`config.mk`:
```
export PLATFORM = sky130hd
export DESIGN_NAME = obstacle_collision_ctrl
export DESIGN_NICKNAME = d
export VERILOG_FILES = /design/src/rtl/game_pkg.sv /design/src/rtl/aabb_overlap.sv /design/src/rtl/obstacle_collision_ctrl.sv
export SDC_FILE = /design/constraint.sdc
export NUM_CORES = 1
export LEC_CHECK = 0
export BUFFER_PORTS_ARGS = -buffer_cell sky130_fd_sc_hd__clkbuf_2
export CAP_MARGIN = 20
export CORE_MARGIN = 3
export CORE_UTILIZATION = 40
export DETAILED_ROUTE_END_ITERATION = 16
export GPL_ROUTABILITY_DRIVEN = 0
export SYNTH_ARGS = -nofsm -noshare
export SYNTH_HDL_FRONTEND = slang
export SYNTH_SLANG_ARGS = --single-unit
```
`constraint.sdc`:
```
create_clock -name frame_clk -period 6.4 [get_ports frame_clk]
set_input_delay 0.64 -clock frame_clk [delete_from_list [all_inputs] [get_ports frame_clk]]
set_output_delay 0.64 -clock frame_clk [all_outputs]
set_load 0.03 [all_outputs]
```
`src/rtl/game_pkg.sv`:
```
// Shared types and constants for the obstacle collision controller.
package game_pkg;

  localparam int unsigned COORD_W = 10;
  localparam int unsigned DIFF_W  = 11;
  localparam int unsigned IDX_W   = 3;
  localparam int unsigned LIVES_W = 3;

  typedef enum logic [1:0] {
    IDLE      = 2'd0,
    PLAY      = 2'd1,
    INVULN    = 2'd2,
    GAME_OVER = 2'd3
  } game_state_t;

  // Unsigned |a-b|, widened so no magnitude is lost.
  function automatic logic [DIFF_W-1:0] abs_diff(input logic [COORD_W-1:0] a,
                                                  input logic [COORD_W-1:0] b);
    return (a >= b) ? (DIFF_W'(a) - DIFF_W'(b)) : (DIFF_W'(b) - DIFF_W'(a));
  endfunction

endpackage

```
`src/rtl/aabb_overlap.sv`:
```
// Axis-aligned box overlap test on center + half-extent geometry.
module aabb_overlap
  import game_pkg::*;
(
  input  logic [COORD_W-1:0] ax,
  input  logic [COORD_W-1:0] ay,
  input  logic [COORD_W-1:0] as,
  input  logic [COORD_W-1:0] bx,
  input  logic [COORD_W-1:0] by,
  input  logic [COORD_W-1:0] bs,
  output logic               hit
);

  logic [DIFF_W-1:0] dx;
  logic [DIFF_W-1:0] dy;
  logic [DIFF_W-1:0] reach;

  // Sum of half-extents is exact in 11 bits; touching edges do not overlap.
  assign dx    = abs_diff(ax, bx);
  assign dy    = abs_diff(ay, by);
  assign reach = DIFF_W'(as) + DIFF_W'(bs);
  assign hit   = (dx < reach) && (dy < reach);

endmodule

```
`src/rtl/obstacle_collision_ctrl.sv`:
```
// Per-frame player/obstacle collision, hit debouncing, lives and score tracking.
module obstacle_collision_ctrl
  import game_pkg::*;
#(
  parameter int unsigned NUM_OBS       = 4,
  parameter int unsigned LIVES_INIT    = 3,
  parameter int unsigned INVULN_FRAMES = 60,
  parameter int unsigned SCORE_W       = 16
) (
  input  logic                       frame_clk,
  input  logic                       Reset,
  input  logic                       game_start,
  input  logic [COORD_W-1:0]         player_x,
  input  logic [COORD_W-1:0]         player_y,
  input  logic [COORD_W-1:0]         player_size,
  input  logic [COORD_W*NUM_OBS-1:0] obs_x,
  input  logic [COORD_W*NUM_OBS-1:0] obs_y,
  input  logic [COORD_W*NUM_OBS-1:0] obs_size,
  input  logic [NUM_OBS-1:0]         obs_active,
  output logic                       hit_pulse,
  output logic [IDX_W-1:0]           hit_index,
  output logic [LIVES_W-1:0]         lives,
  output logic                       invuln,
  output logic                       game_over,
  output logic [SCORE_W-1:0]         score,
  output logic [1:0]                 state
);

  localparam int unsigned CNT_W = (INVULN_FRAMES > 1) ? $clog2(INVULN_FRAMES) : 1;
  localparam logic [CNT_W-1:0]   INV_LOAD  = CNT_W'(INVULN_FRAMES - 1);
  localparam logic [LIVES_W-1:0] LIVES_RST = LIVES_W'(LIVES_INIT);

  game_state_t         state_q, state_d;
  logic [LIVES_W-1:0]  lives_q, lives_d;
  logic [SCORE_W-1:0]  score_q, score_d, score_inc;
  logic [CNT_W-1:0]    inv_cnt_q, inv_cnt_d;
  logic                hit_pulse_q, hit_pulse_d;
  logic [IDX_W-1:0]    hit_index_q, hit_index_d;
  logic                invuln_q, invuln_d;
  logic                game_over_q, game_over_d;

  logic [NUM_OBS-1:0]  raw_hit;
  logic [NUM_OBS-1:0]  overlap;
  logic                any_hit;
  logic [IDX_W-1:0]    sel;

  // One overlap checker per obstacle, gated by its active flag.
  for (genvar g = 0; g < NUM_OBS; g++) begin : g_obs
    aabb_overlap u_aabb (
      .ax  (player_x),
      .ay  (player_y),
      .as  (player_size),
      .bx  (obs_x[COORD_W*g +: COORD_W]),
      .by  (obs_y[COORD_W*g +: COORD_W]),
      .bs  (obs_size[COORD_W*g +: COORD_W]),
      .hit (raw_hit[g])
    );
  end

  assign overlap = raw_hit & obs_active;
  assign any_hit = |overlap;

  // Fixed-priority encoder: lowest overlapping index wins.
  always_comb begin
    sel = '0;
    for (int i = NUM_OBS - 1; i >= 0; i--) begin
      if (overlap[i]) sel = IDX_W'(i);
    end
  end

  assign score_inc = (score_q == '1) ? score_q : score_q + SCORE_W'(1);

  // Next-state and registered-output logic for the game FSM.
  always_comb begin
    state_d     = state_q;
    lives_d     = lives_q;
    score_d     = score_q;
    inv_cnt_d   = inv_cnt_q;
    hit_pulse_d = 1'b0;
    hit_index_d = hit_index_q;
    case (state_q)
      IDLE: begin
        lives_d = LIVES_RST;
        score_d = '0;
        if (game_start) state_d = PLAY;
      end
      PLAY: begin
        score_d = score_inc;
        if (any_hit) begin
          hit_pulse_d = 1'b1;
          hit_index_d = sel;
          lives_d     = lives_q - LIVES_W'(1);
          if (lives_q <= LIVES_W'(1)) begin
            state_d = GAME_OVER;
          end else begin
            state_d   = INVULN;
            inv_cnt_d = INV_LOAD;
          end
        end
      end
      INVULN: begin
        score_d = score_inc;
        if (inv_cnt_q == '0) state_d = PLAY;
        else inv_cnt_d = inv_cnt_q - CNT_W'(1);
      end
      GAME_OVER: begin
        if (game_start) begin
          state_d = PLAY;
          lives_d = LIVES_RST;
          score_d = '0;
        end
      end
      default: state_d = IDLE;
    endcase
    invuln_d    = (state_d == INVULN);
    game_over_d = (state_d == GAME_OVER);
  end

  // State and output registers, synchronous active-high reset.
  always_ff @(posedge frame_clk) begin
    if (Reset) begin
      state_q     <= IDLE;
      lives_q     <= LIVES_RST;
      score_q     <= '0;
      inv_cnt_q   <= '0;
      hit_pulse_q <= 1'b0;
      hit_index_q <= '0;
      invuln_q    <= 1'b0;
      game_over_q <= 1'b0;
    end else begin
      state_q     <= state_d;
      lives_q     <= lives_d;
      score_q     <= score_d;
      inv_cnt_q   <= inv_cnt_d;
      hit_pulse_q <= hit_pulse_d;
      hit_index_q <= hit_index_d;
      invuln_q    <= invuln_d;
      game_over_q <= game_over_d;
    end
  end

  assign hit_pulse = hit_pulse_q;
  assign hit_index = hit_index_q;
  assign lives     = lives_q;
  assign invuln    = invuln_q;
  assign game_over = game_over_q;
  assign score     = score_q;
  assign state     = 2'(state_q);

endmodule

```
# Yosys cells after proc, flatten, opt, wreduce, memory -nomap -nowiden
# Cells that the tools add are included.
classes:
  n_addsub: 23
  order_cmp: 17
  eq_ne: 11
  muxes: 28
  bitwise_logic: 2
  reduce_logical: 16
ops:
  columns: ["cell", "count"]
  rows:
  - ["$sub A10 B10 Y11", 16]
  - ["$lt A11 B11 Y1", 8]
  - ["$mux W11", 8]
  - ["$ge A10 B10 Y1", 8]
  - ["$pmux W16 S3", 1]
  - ["$add A10 B10 Y11", 4]
  - ["$mux W16", 2]
  - ["$mux W6", 3]
  - ["$add A16 B1 Y16 const B", 1]
  - ["$eq A16 B16 Y1 const B", 1]
  - ["$mux W3", 5]
  - ["$pmux W6 S2", 1]
  - ["$ne A2 B2 Y1 const B", 5]
  - ["$pmux W3 S3", 1]
  - ["$eq A2 B2 Y1 const B", 4]
  - ["$mux W2", 4]
  - ["$logic_not A6 Y1", 1]
  - ["$pmux W2 S3", 1]
  - ["$reduce_or A2 Y1", 3]
  - ["$sub A6 B1 Y6 const B", 1]
  - ["$and A4 B4 Y4", 1]
  - ["$logic_and A1 B1 Y1", 4]
  - ["$reduce_and A2 Y1", 2]
  - ["$reduce_and A4 Y1", 1]
  - ["other kinds (10)", 11]
totals:
  register_bits: 33

# Depth between registers and ports, before layout
logic_depth:
  depth_word: 9
  ltp_mapped: 21
  depth_no_buf: 21

# Hierarchy
# From an unflattened synthesis, not the netlist that was laid out.
hier_totals:
  hier_cells: 1715
  hier_area_um2: 13003.7
modules_own_cells:
  columns: ["module", "n_inst", "cells_per_inst", "area_per_inst_um2", "seq_area_each_um2"]
  rows:
  - ["aabb_overlap (g_obs[1].u_aabb ...)", 2, 357, 2670.1, 0.0]
  - ["aabb_overlap (g_obs[0].u_aabb)", 1, 416, 3113.0, 0.0]
  - ["aabb_overlap (g_obs[3].u_aabb)", 1, 361, 2647.5, 0.0]
  - ["obstacle_collision_ctrl", 1, 224, 1903.1, 640.6]

# Worst setup path after synthesis
# No wires, ideal clock.
synth_timing:
  path_type: "input -> register"
  start: "input port player_x[4]"
  end: "register inv_cnt_q[3]"
  setup_time_ns: 0.091
  t_arrival_ns: 4.881
  required_time_ns: 6.309
  slack_ns: 1.428
  cell_stages: 20
  n_path_buf: 2
  cell_sequence: "inv_1 -> ha_1 -> clkbuf_1 -> and3_1 -> a41o_1 -> o31ai_1 -> buf_2 -> mux2i_1 -> o2111ai_1 -> a31oi_1 -> xnor2_1 -> ha_1 -> a21oi_1 -> nand2_1 -> a221o_1 -> a311oi_1 -> a22oi_1 -> a31oi_2 -> a31oi_1 -> a311oi_1"
synth_via:
  elab_chain_cells: 8
  elab_cells_between_ends: 28
  cone_classes: "add/sub: 8; order compare: 8; eq/ne: 1; mux: 4; bitwise: 1; reduce/logical: 6"
synth_rtl:
  columns: ["element", "line", "text"]
  rows:
  - ["start, declared", "obstacle_collision_ctrl.sv:13", "input logic [COORD_W-1:0] player_x,"]
  - ["$sub A10 B10 Y11 or $ge A10 B10 Y1 (tied branches)", "game_pkg.sv:19", "return (a >= b) ? (DIFF_W'(a) - DIFF_W'(b)) : (DIFF_W'(b) - DIFF_W'(a));"]
  - ["$mux W11", "game_pkg.sv:19", null]
  - ["$lt A11 B11 Y1", "aabb_overlap.sv:22", "assign hit = (dx < reach) && (dy < reach);"]
  - ["$logic_and A1 B1 Y1", "aabb_overlap.sv:22", null]
  - ["$and A4 B4 Y4 (*)", "obstacle_collision_ctrl.sv:60", "assign overlap = raw_hit & obs_active;"]
  - ["$reduce_or A4 Y1 (*)", "obstacle_collision_ctrl.sv:61", "assign any_hit = |overlap;"]
  - ["$ne A2 B2 Y1 (no source line) (*)", null, null]
  - ["$reduce_and A4 Y1 (no source line) (*)", null, null]
  - ["end signal, assigned", "obstacle_collision_ctrl.sv:134", "inv_cnt_q <= inv_cnt_d;"]
  - ["end, declared", "obstacle_collision_ctrl.sv:36", "logic [CNT_W-1:0] inv_cnt_q, inv_cnt_d;"]
# Mark *: on every way between the ends. The rest lies on a longest branch, timed or not.
# A chain may end at the register's enable or synchronous reset.

# Final worst setup path
layout_timing:
  start: "input port player_y[6]"
  end: "register inv_cnt_q[3]"
layout_via:
  elab_chain_cells: 8
  elab_cells_between_ends: 28
  cone_classes: "add/sub: 8; order compare: 8; eq/ne: 1; mux: 4; bitwise: 1; reduce/logical: 6"
layout_rtl:
  columns: ["element", "line", "text"]
  rows:
  - ["start, declared", "obstacle_collision_ctrl.sv:14", "input logic [COORD_W-1:0] player_y,"]
  - ["$sub A10 B10 Y11 or $ge A10 B10 Y1 (tied branches)", "game_pkg.sv:19", null]
  - ["$mux W11", "game_pkg.sv:19", null]
  - ["$lt A11 B11 Y1", "aabb_overlap.sv:22", null]
  - ["$logic_and A1 B1 Y1", "aabb_overlap.sv:22", null]
  - ["$and A4 B4 Y4 (*)", "obstacle_collision_ctrl.sv:60", null]
  - ["$reduce_or A4 Y1 (*)", "obstacle_collision_ctrl.sv:61", null]
  - ["$ne A2 B2 Y1 (no source line) (*)", null, null]
  - ["$reduce_and A4 Y1 (no source line) (*)", null, null]
# Marked as above.

==> impl_metrics.json <==
{
  "slew_violations": 0,
  "hold_violations": 0,
  "via_per_inst": 5.54,
  "seq_area_sq_um": 641,
  "synthTopCellsByArea": "ha_1 (31%), a21o_1 (5.9%), inv_1 (5.9%)",
  "status": "completed",
  "dieWidth_um": 177,
  "row_count": 61,
  "peakVddDrop_uv": 104,
  "cts_setup_buffers": 0,
  "numCtsBuffers": 5,
  "io_pins": 184,
  "track_usage_pct": 22.1,
  "power_switching_share_pct": 50.4,
  "root_buffer": "clkbuf_16",
  "fin_crit_ps": 5690,
  "reg2reg_from": "state[0]",
  "syn_inst": 1500,
  "multi_input_comb_area_sq_um": 10200,
  "skew_ps": 6.12,
  "grt_pass1_wl_mm": 55.8,
  "required_ps": 6580,
  "hpwl_mm": 30.9,
  "cts_resized": 0,
  "synth_area_leader_cell": "ha_1",
  "grt_pass1_vias": 10800,
  "path_cells": "clkbuf_2, inv_1, ha_1, and3_1, nor2b_1, a31oi_1, a311o_1, buf_4, mux2_1, a21oi_1, o211ai_1, a221oi_1, ha_1, a221o_1, a21oi_1, a22oi_1, a31oi_2, a31oi_1, a311oi_1",
  "fmax_ghz": 0.176,
  "place_area_sq_um": 12900,
  "yosysWarningCount": 0,
  "endpoint_kind": "register",
  "syn_nets": 1965,
  "rsz0062_at_grt": "no",
  "clk_pin_slew_ps": 50,
  "cp.arrival_ps": 5870,
  "via_count": 11300,
  "gr-total-overflow": 0,
  "synth_top_area_share_pct": 30.9,
  "relSlewSlack_pct": 56.2,
  "hold_buffers": 0,
  "nFillCells": 2889,
  "syn2layout_area_growth_pct": 12.0,
  "antenna_found_initial": 0,
  "ant_nets": 0,
  "initial_core_util_pct": 41.3,
  "switchingPower_w": 0.00111,
  "place_inst": 2031,
  "setup_violations": 0,
  "clock-sinks": 32,
  "drc": 0,
  "crit_buf_inv": 3,
  "synth.avg_cell_area_sq_um": 7.78,
  "dieArea_sq_um": 31300,
  "diodes": 0,
  "internal_power_w": 0.00109,
  "leakage_nw": 7.02,
  "p_seq_share_pct": 12.0,
  "max_slew.worst_pin.slew_ps": 653,
  "drive_gt1_share_pct": 13.0,
  "critPathMaxFanout": 11,
  "cts_buffer_depth": 2,
  "core-area_sq_um": 28200,
  "stdcell_area_sq_um": 13100,
  "clk_latency_ps": 280,
  "synth_top_flop_cell": "dfxtp_1",
  "htreeDepth": 2,
  "port_buffers": 182,
  "synthArstFlopShare_pct": 0,
  "drt-initial-drc-count": 839,
  "final_cells": 2038,
  "slowest_stage": "a221oi_1",
  "wire_per_inst_um": 17.5,
  "layout.nets": 2125,
  "syn_area_sq_um": 11700,
  "cap_violations": 0,
  "hp-start": "inv_cnt_q[3]",
  "crit_path_max_incr_delay_ps": 570,
  "critical_path.startpoint_type": "input port",
  "critPathLaunch": "player_y[6]",
  "power.density_nw_per_um2": 169,
  "synth-seq-area-share_pct": 5.49,
  "grt_max_degree": 17,
  "synth-edff-count": 0,
  "hp-class": "reg2reg",
  "finalCritPeriodShare_pct": 88.9,
  "comb_power_share_pct": 77.9,
  "cp_top_family": "compound AO/OA/AOI/OAI gates",
  "fp.dieH_um": 177,
  "ys_ff_latch": 32,
  "cts_tree": "yes",
  "critPathKind": "in2reg",
  "first_pass_iters": 5,
  "wl_mm": 35.7,
  "setup_tns_ps": 0,
  "fin_util_pct": 46.3,
  "synth_cell_type_count": 73,
  "clkPwrFrac_pct": 10.0
}
[logic make-up after synthesis]
| logic type | share of synthesized area, % |
|---|---|
| compound gates | 26.0 |
| buf+inv | 7.34 |
| other cells | 0.0321 |
| xor+xnor | 7.13 |
| flops | 5.49 |
| fa+ha+maj | 34.3 |
| simple gates | 13.1 |
| mux | 6.62 |
[final cells by class]
| class | instances | area share (%) |
|---|---|---|
| clock buffers | 6 | 0.986 |
| clock inverters | 1 | 0.0383 |
| inverters | 184 | 5.28 |
| multi-input cells | 1249 | 77.9 |
| flip-flops and latches | 32 | 4.90 |
| well taps | 378 | 3.62 |
| repair buffers | 188 | 7.31 |
[synth_stat cells (5+ instances only)]
master and count:
a211o_1 5, a211oi_1 12, a21boi_0 5, a21boi_1 7, a21o_1 92, a21oi_1 116
a221oi_1 6, a22oi_1 5, a311oi_1 5, a31oi_1 42, and3_1 13, and4_1 11
buf_2 10, clkbuf_1 18, dfxtp_1 32, fa_1 20, ha_1 288, inv_1 184
mux2_1 10, mux2_2 16, mux2i_1 48, nand2_1 84, nand2b_1 16, nand3_1 33
nand4_1 9, nor2_1 77, nor2b_1 19, nor3_1 23, o211ai_1 21, o21a_1 13
o21ai_0 40, o21ai_1 32, o21bai_1 13, or3_1 8, xnor2_1 65, xor2_1 30
[power groups by stage]
stage               Clock, W  Sequential (W)  Combinational [W]
global route        0.000234        0.000270            0.00194
finish              0.000221        0.000266            0.00172
detailed placement         0        0.000268            0.00170
CTS                 0.000226        0.000265            0.00171
global placement           0        0.000267            0.00167
floorplan                  0        0.000291            0.00122
[sequential cells by signal (all words and copies together), names as in the netlist]
signal,cells
score,16
inv_cnt_q,6
lives,3
hit_index,2
state,2
game_over,1
hit_pulse,1
invuln,1
[cell usage in the layout (no fill, tap or decap), types with 6 or more instances in the layout]
master | synthesis | layout
fa_1 | 20 | 20
nor2b_1 | 19 | 19
or3_1 | 8 | 8
and3_1 | 13 | 13
a21boi_1 | 7 | 7
buf_4 | 4 | 6
nand2b_1 | 16 | 16
nor3_1 | 23 | 23
mux2_2 | 16 | 16
nor2_1 | 77 | 77
a21oi_1 | 116 | 116
mux2_1 | 10 | 10
ha_1 | 288 | 288
xor2_1 | 30 | 30
dfxtp_1 | 32 | 32
nand2_1 | 84 | 84
and4_1 | 11 | 11
mux2i_1 | 48 | 48
a221oi_1 | 6 | 6
clkbuf_2 | 0 | 182
a211oi_1 | 12 | 12
a21o_1 | 92 | 92
o21ai_0 | 40 | 40
nand4_1 | 9 | 9
nand3_1 | 33 | 33
o21ai_1 | 32 | 32
o211ai_1 | 21 | 21
o21a_1 | 13 | 13
o21bai_1 | 13 | 13
xnor2_1 | 65 | 65
a31oi_1 | 42 | 42
inv_1 | 184 | 184
[metrics by stage]
stage	hold WS (ps)	setup WS, ps	total power [W]
after floorplan	459	1430	0.00152
after global placement	501	684	0.00193
after detailed placement	503	561	0.00197
after CTS	515	851	0.00220
after global routing	543	498	0.00244
final	518	712	0.00221
[routing by layer]
metal  up-vias  global-route usage [%]  wire (um)
li1       5708                       -          -
met1      5210                    31.6      17200
met2       342                    35.5      15500
met3        38                    2.42       1990
met4         0                    5.66       1010
met5         -                       0          0
[path summary, 6_finish.rpt]
kind | endpoint | slack (ps) | cells after the start
min reg2reg | inv_cnt_q[3] | 520 | 1
max | inv_cnt_q[3] | 710 | 19
max reg2reg | score[11] | 3770 | 9
min | inv_cnt_q[3] | 520 | 1
No activity file was read; power rests on OpenSTA's default activity.
